**src/rtl/regfile_wb_arbiter_if.sv**
```systemverilog
// ----------------------------------------------------------------------------
// regfile_wb_arbiter_if
// Bundles the register-file write-port arbitration signals between the
// pipeline (WB stage + multi-cycle unit) and regfile_wb_arbiter.
//
// Signals:
//   wb_we, wb_reg[4:0], wb_data[31:0]      WB stage write request
//   mdu_valid, mdu_reg[4:0], mdu_data[31:0] MDU result offer
//   mdu_ready                               arbiter accepts an MDU result
//   RegWrite, WriteReg[4:0], WriteData[31:0] register file write port
//   busy_mask[31:0]                         registers with a queued MDU write
//   pipe_stall                              WB must be re-presented next cycle
//
// Modports:
//   master : pipeline / register-file side (drives requests)
//   slave  : arbiter side
// ----------------------------------------------------------------------------
interface regfile_wb_arbiter_if;
    logic        wb_we;
    logic [4:0]  wb_reg;
    logic [31:0] wb_data;
    logic        mdu_valid;
    logic        mdu_ready;
    logic [4:0]  mdu_reg;
    logic [31:0] mdu_data;
    logic        RegWrite;
    logic [4:0]  WriteReg;
    logic [31:0] WriteData;
    logic [31:0] busy_mask;
    logic        pipe_stall;

    modport master (
        output wb_we, wb_reg, wb_data, mdu_valid, mdu_reg, mdu_data,
        input  mdu_ready, RegWrite, WriteReg, WriteData, busy_mask, pipe_stall
    );

    modport slave (
        input  wb_we, wb_reg, wb_data, mdu_valid, mdu_reg, mdu_data,
        output mdu_ready, RegWrite, WriteReg, WriteData, busy_mask, pipe_stall
    );
endinterface

```
**src/rtl/regfile_wb_arbiter.sv**
```systemverilog
// ----------------------------------------------------------------------------
// regfile_wb_arbiter
// Arbitrates the single register-file write port between the pipeline WB
// stage and a multi-cycle unit (MDU). MDU results wait in a 2-entry FIFO;
// WB normally wins, and the FIFO head is written whenever WB is idle.
// A WB write to register r kills every queued (older) MDU result for r so
// the architectural order of writes is preserved.
//
// Optional feature (macro REGARB_STARVE_GUARD_EN):
//   starvation guard - after STARVE_LIMIT cycles of a valid head waiting,
//   the head is forced out, WB is suppressed and pipe_stall asks the
//   pipeline to re-present its WB request. Without the macro pipe_stall is 0.
//
// Parameters:
//   STARVE_LIMIT  1..15, waiting cycles before the head is forced (default 3)
//
// Ports:
//   clk    rising-edge clock
//   reset  synchronous, active-high reset
//   bus    regfile_wb_arbiter_if.slave (WB request, MDU handshake,
//          register-file write port, busy_mask, pipe_stall)
// ----------------------------------------------------------------------------
module regfile_wb_arbiter #(
    parameter int unsigned STARVE_LIMIT = 3
) (
    input  logic                 clk,
    input  logic                 reset,
    regfile_wb_arbiter_if.slave  bus
);

    if ((STARVE_LIMIT < 1) || (STARVE_LIMIT > 15)) begin : g_bad_limit
        $error("regfile_wb_arbiter: STARVE_LIMIT must be in 1..15");
    end

    typedef enum logic [1:0] {
        SRC_NONE,
        SRC_WB,
        SRC_HEAD
    } src_e;

    // FIFO storage; slots outside the occupied window always have valid = 0
    logic [1:0]  valid_q, valid_d;
    logic [4:0]  reg_q  [2];
    logic [4:0]  reg_d  [2];
    logic [31:0] data_q [2];
    logic [31:0] data_d [2];
    logic        rd_ptr_q, rd_ptr_d;
    logic        wr_ptr_q, wr_ptr_d;
    logic [1:0]  count_q, count_d;

    logic        ready;
    logic        wb_act;
    logic        head_valid;
    logic        head_dead;
    logic        force_head;
    logic        push;
    logic        pop;
    logic [31:0] busy;
    src_e        src;

    always_comb begin
        ready      = (count_q < 2'd2) && !reset;
        wb_act     = bus.wb_we && (bus.wb_reg != 5'd0);
        head_valid = (count_q != 2'd0) &&  valid_q[rd_ptr_q];
        // A head killed by an earlier WB write is silently retired
        head_dead  = (count_q != 2'd0) && !valid_q[rd_ptr_q];
    end

`ifdef REGARB_STARVE_GUARD_EN
    localparam logic [3:0] LIMIT = STARVE_LIMIT[3:0];

    logic [3:0] starve_q, starve_d;

    always_comb begin
        force_head = head_valid && (starve_q == LIMIT);
    end

    // Counts cycles a live head is passed over; any cycle without a live
    // head, or with the head written, restarts the count.
    always_comb begin
        starve_d = '0;
        if (head_valid && (src != SRC_HEAD)) begin
            starve_d = starve_q + 4'd1;
        end
    end

    always_ff @(posedge clk) begin
        if (reset) begin
            starve_q <= '0;
        end else begin
            starve_q <= starve_d;
        end
    end
`else
    always_comb begin
        force_head = 1'b0;
    end
`endif

    // Write-port source selection
    always_comb begin
        src = SRC_NONE;
        if (force_head) begin
            src = SRC_HEAD;
        end else if (wb_act) begin
            src = SRC_WB;
        end else if (head_valid) begin
            src = SRC_HEAD;
        end
    end

    // Outputs; everything is held quiet while reset is asserted
    always_comb begin
        bus.RegWrite  = 1'b0;
        bus.WriteReg  = '0;
        bus.WriteData = '0;
        if (!reset) begin
            unique case (src)
                SRC_WB: begin
                    bus.RegWrite  = 1'b1;
                    bus.WriteReg  = bus.wb_reg;
                    bus.WriteData = bus.wb_data;
                end
                SRC_HEAD: begin
                    bus.RegWrite  = 1'b1;
                    bus.WriteReg  = reg_q[rd_ptr_q];
                    bus.WriteData = data_q[rd_ptr_q];
                end
                default: ;
            endcase
        end
    end

    always_comb begin
        busy = '0;
        for (int unsigned i = 0; i < 2; i++) begin
            if (valid_q[1'(i)]) begin
                busy[reg_q[1'(i)]] = 1'b1;
            end
        end
        busy[0] = 1'b0;
        bus.busy_mask  = reset ? '0 : busy;
        bus.pipe_stall = force_head && !reset;
        bus.mdu_ready  = ready;
    end

    // FIFO next state. Order matters: invalidation of older entries first,
    // then the dequeue, then the enqueue, so a result accepted in the same
    // cycle as a WB write to its register survives.
    always_comb begin
        valid_d  = valid_q;
        reg_d    = reg_q;
        data_d   = data_q;
        rd_ptr_d = rd_ptr_q;
        wr_ptr_d = wr_ptr_q;

        // r0 results are accepted but never stored
        push = bus.mdu_valid && ready && (bus.mdu_reg != 5'd0);
        pop  = head_dead || (src == SRC_HEAD);

        if (src == SRC_WB) begin
            for (int unsigned i = 0; i < 2; i++) begin
                if (reg_q[1'(i)] == bus.wb_reg) begin
                    valid_d[1'(i)] = 1'b0;
                end
            end
        end

        if (pop) begin
            valid_d[rd_ptr_q] = 1'b0;
            rd_ptr_d          = ~rd_ptr_q;
        end

        if (push) begin
            valid_d[wr_ptr_q] = 1'b1;
            reg_d[wr_ptr_q]   = bus.mdu_reg;
            data_d[wr_ptr_q]  = bus.mdu_data;
            wr_ptr_d          = ~wr_ptr_q;
        end

        count_d = count_q + {1'b0, push} - {1'b0, pop};
    end

    always_ff @(posedge clk) begin
        if (reset) begin
            valid_q  <= '0;
            reg_q    <= '{default: '0};
            data_q   <= '{default: '0};
            rd_ptr_q <= 1'b0;
            wr_ptr_q <= 1'b0;
            count_q  <= '0;
        end else begin
            valid_q  <= valid_d;
            reg_q    <= reg_d;
            data_q   <= data_d;
            rd_ptr_q <= rd_ptr_d;
            wr_ptr_q <= wr_ptr_d;
            count_q  <= count_d;
        end
    end

endmodule

```
**src/flat_wrapper.sv**
```systemverilog
// flat-port wrapper written by rule: the top's interface ports become plain ports
module regfile_wb_arbiter_flat 
#(
    parameter int unsigned STARVE_LIMIT = 3
)
  (clk, reset, bus_wb_we, bus_wb_reg, bus_wb_data, bus_mdu_valid, bus_mdu_reg, bus_mdu_data, bus_mdu_ready, bus_RegWrite, bus_WriteReg, bus_WriteData, bus_busy_mask, bus_pipe_stall);
  regfile_wb_arbiter_if bus_i ();
  input  logic clk;
  input  logic reset;
  input wire logic [$bits(bus_i.wb_we)-1:0] bus_wb_we;
  input wire logic [$bits(bus_i.wb_reg)-1:0] bus_wb_reg;
  input wire logic [$bits(bus_i.wb_data)-1:0] bus_wb_data;
  input wire logic [$bits(bus_i.mdu_valid)-1:0] bus_mdu_valid;
  input wire logic [$bits(bus_i.mdu_reg)-1:0] bus_mdu_reg;
  input wire logic [$bits(bus_i.mdu_data)-1:0] bus_mdu_data;
  output wire logic [$bits(bus_i.mdu_ready)-1:0] bus_mdu_ready;
  output wire logic [$bits(bus_i.RegWrite)-1:0] bus_RegWrite;
  output wire logic [$bits(bus_i.WriteReg)-1:0] bus_WriteReg;
  output wire logic [$bits(bus_i.WriteData)-1:0] bus_WriteData;
  output wire logic [$bits(bus_i.busy_mask)-1:0] bus_busy_mask;
  output wire logic [$bits(bus_i.pipe_stall)-1:0] bus_pipe_stall;
  assign bus_i.wb_we = bus_wb_we;
  assign bus_i.wb_reg = bus_wb_reg;
  assign bus_i.wb_data = bus_wb_data;
  assign bus_i.mdu_valid = bus_mdu_valid;
  assign bus_i.mdu_reg = bus_mdu_reg;
  assign bus_i.mdu_data = bus_mdu_data;
  assign bus_mdu_ready = bus_i.mdu_ready;
  assign bus_RegWrite = bus_i.RegWrite;
  assign bus_WriteReg = bus_i.WriteReg;
  assign bus_WriteData = bus_i.WriteData;
  assign bus_busy_mask = bus_i.busy_mask;
  assign bus_pipe_stall = bus_i.pipe_stall;
  regfile_wb_arbiter #(.STARVE_LIMIT(STARVE_LIMIT)) u_core (.clk(clk), .reset(reset), .bus(bus_i));
endmodule
```
**config.mk**
```make
export PLATFORM = sky130hd
export DESIGN_NAME = regfile_wb_arbiter_flat
export DESIGN_NICKNAME = d
export VERILOG_FILES = /design/src/rtl/regfile_wb_arbiter_if.sv /design/src/rtl/regfile_wb_arbiter.sv /design/src/flat_wrapper.sv
export SDC_FILE = /design/constraint.sdc
export NUM_CORES = 1
export LEC_CHECK = 0
export CAP_MARGIN = 20
export CORE_ASPECT_RATIO = 0.5
export CORE_UTILIZATION = 45
export CTS_CLUSTER_SIZE = 12
export DETAILED_ROUTE_END_ITERATION = 6
export HOLD_SLACK_MARGIN = 0.12
export PLACE_DENSITY_LB_ADDON = 0.15
export SYNTH_ARGS = -nofsm -noshare
export SYNTH_HDL_FRONTEND = slang
export SYNTH_SLANG_ARGS = --single-unit
```
**constraint.sdc**
```tcl
create_clock -name clk -period 6.85 [get_ports clk]
set_input_delay 1.7125 -clock clk [delete_from_list [all_inputs] [get_ports clk]]
set_output_delay 1.7125 -clock clk [all_outputs]
set_load 0.02 [all_outputs]
```
==> results of run 1 <==
-- final timing paths --
kind	end	from	slack [ns]	depth (start not counted)
setup / recovery	bus_WriteReg[2]	bus_wb_reg[3]	0.63	7
hold / removal	u_core.data_q[60]$_SDFFE_PP0P_	u_core.data_q[60]$_SDFFE_PP0P_	0.45	2
setup reg to reg	u_core.data_q[52]$_SDFFE_PP0P_	u_core.count_q[1]$_SDFF_PP0_	4.60	5
hold reg to reg	u_core.data_q[60]$_SDFFE_PP0P_	u_core.data_q[60]$_SDFFE_PP0P_	0.45	2
-- cell usage after synthesis, drive strengths merged --
| cell type | number |
|---|---|
| nor2b | 1 |
| a221oi | 2 |
| buf | 17 |
| clkbuf | 37 |
| xor2 | 5 |
| and2 | 1 |
| nor3 | 3 |
| inv | 5 |
| a211oi | 1 |
| nand3 | 36 |
| conb | 1 |
| or4 | 1 |
| o21bai | 1 |
| dfxtp | 80 |
| xnor2 | 8 |
| nor2 | 85 |
| o2111a | 1 |
| a21oi | 73 |
| a22oi | 33 |
| o41ai | 2 |
| o211a | 1 |
| o21ai | 1 |
| nor3b | 8 |
| mux2i | 38 |
| nand2 | 114 |
| or3 | 1 |
| o2111ai | 2 |
| and3b | 4 |
| mux2 | 37 |
| a21o | 1 |
| ha | 2 |
| a32oi | 1 |
| and3 | 4 |
-- cell type report --
type / instances / area [sq um] / share of cell area, %
Clock buffer: 10 / 239 / 3.72
Clock inverter: 6 / 43.8 / 0.681
Inverter: 5 / 18.8 / 0.292
Multi-Input combinational cell: 469 / 2800 / 43.5
Sequential cell: 80 / 1600 / 24.9
Tap cell: 135 / 169 / 2.63
Timing Repair Buffer: 156 / 1560 / 24.2
-- kinds of logic after synthesis --
logic type / Yosys count / share of synthesized area, %
AND/OR/NAND/NOR: 258 / 23.5
AO/OA/AOI/OAI: 119 / 15.8
flip-flops: 80 / 34.5
multiplexers: 75 / 17.2
buffers and inverters: 59 / 5.90
XOR/XNOR: 13 / 2.45
adder cells (fa/ha/maj): 2 / 0.539
other: 1 / 0.0808
-- per-layer routing --
layer / up-vias / wire length [um] / part of all wire, % / global-route usage [%]
met2: 146 / 5840 / 46 / 41.2
met4: 0 / 160 / 1.3 / 7.84
li1: 2310 / - / - / -
met1: 2160 / 5980 / 47 / 30.3
met3: 15 / 723 / 5.7 / 5.59
met5: - / 0 / 0 / 0
-- power groups by stage --
stage	Clock, W	Sequential [W]	Combinational [W]
2_1_floorplan	0	0.000521	0.000242
3_3_place_gp	0	0.000530	0.000348
5_1_grt	0.000481	0.000527	0.000388
4_1_cts	0.000460	0.000522	0.000354
3_5_place_dp	0	0.000532	0.000352
6_report	0.000452	0.000523	0.000358
-- sequential cells by signal, indices dropped and copies added, names as in the netlist --
| register | flops |
|---|---|
| u_core.wr_ptr_q | 1 |
| u_core.valid_q | 2 |
| u_core.rd_ptr_q | 1 |
| u_core.count_q | 2 |
| u_core.reg_q | 10 |
| u_core.data_q | 64 |
-- through the flow --
stage | util [%] | area, sq um | cells | power (W) | setup slack (ns)
floorplan | - | 4650 | 608 | 0.000763 | 2.06
global placement | 62.9 | 6120 | 844 | 0.000878 | 0.777
detailed placement | 62.9 | 6120 | 844 | 0.000884 | 0.643
CTS | 65.8 | 6400 | 860 | 0.00134 | 0.666
global route | 66.1 | 6430 | 861 | 0.00140 | 0.478
finish | 66.1 | 6430 | 861 | 0.00133 | 0.628
-- worst max-delay path, delay by kind of cell --
kind,cells,cell delay [ns]
buffers and inverters,3,1.51
AOI/OAI and AO/OA,2,0.68
and+or+nand+nor,2,0.57
==> run summary, run 1 <==
CTS max path bufs: 2
register area share after synthesis: 34.5%
skew final: 0.00901 ns
Final Max Slew Viols: 0
share of cells above drive strength 1: 9.50%
HP Class: reg -> reg
Flop pwr share: 39.2%
post-synth top area cell: dfxtp_1
synth warn: 0
Starting Density: 47.7%
worst-skew pair later-pin latency: 0.34 ns
initial antenna violation count: 0
clock sink total: 80
initial DRC count: 257
RSZ-0062 raised after global routing: false
Final Hold Violating Endpoints: 0
kind of end point of the critical path: output port
Die H: 73.8 um
CP cell instances: clkdlybuf4s50_1 -> nor3_1 -> a21o_1 -> buf_4 -> nand3_1 -> a21oi_1 -> clkdlybuf4s50_1
commonest non-fill, non-tap cell in the layout: clkdlybuf4s50_1
Syn-to-layout area delta: 38.5%
Vias per Instance: 5.38
status: finished clean
GPL Wtd Cong: 0.853
Routed WL: 12.7 mm
nets: 801
antenna viol nets, final: 0
diode count: 0
Clock Power Share: 33.9%
crit-path max FO: 26
Final TNS setup: 0 ns
die area: 10800 sq um
delay of the slowest critical-path stage: 0.64 ns
share of the synthesized area in the top cell type: 34.5%
Switch Pwr: 0.000411 W
relative slew slack: 38.0%
CP Launch Type: input pin
fmax: 161 MHz
syn_area_per_cell: 7.65 sq um
post-synthesis register bit count: 80
DR DRC count: 0
Worst path most repeated cell: clkdlybuf4s50_1
leakage power: 2.58 nW
critical path type: in -> out
Post-CTS Setup Inserts: 0
Yosys cell types: 37
Gate power share: 26.8%
first-pass GRT wire length: 20.6 mm
Post-CTS Resized: 0
# fillers: 850
Cell Area, Synth: 4640 sq um
core area: 9730 sq um
TritonRoute pass-1 iters: 6
routed vias: 4631
vias in the first global route: 4194
Rows: 25
port bufs: 147
Num CTS Buffers: 9
Hold Buf Count CTS: 0
die width: 146 um
H-Tree Depth: 3
PD cells: 207 nW/um^2
clk slew on worst S/H paths: 0.06 ns
max capacitance violation total: 0
switch share: 30.8%
final setup fails: 0
Worst-Margin Slew: 0.929 ns
Synth Instances: 607
TritonCTS clock tree: done
grt total ovfl: 0
Tmin final: 6.22 ns
period utilisation layout: 90.8%
crit path DAT: 4.51 ns
worst vdd ir: 0.000154 V
Int Pwr: 0.000922 W
Detailed Place HPWL: 8.42 mm
Tot GR Track Use: 24.0%
CTS root buf: clkbuf_16
largest net degree at the start of global routing: 80
synth top area cells: dfxtp_1, nand2_1, mux2_2
WL/cell: 14.8 um
most frequent cells in the layout: clkdlybuf4s50_1, nand2_1, nor2_1, dfxtp_1, a21oi_1
WHS: 0.453 ns
Worst EP required: 5.14 ns
I/O pin count: 150
CP max-delay cell: clkdlybuf4s50_1
No activity file was read; power rests on OpenSTA's default activity.
==> inputs of run 2 (changes only) <==
Settings changed: ABC_AREA set to 0.
==> results of run 2 <==
The final DEF is identical to that of run 1; final timing and power are the same.
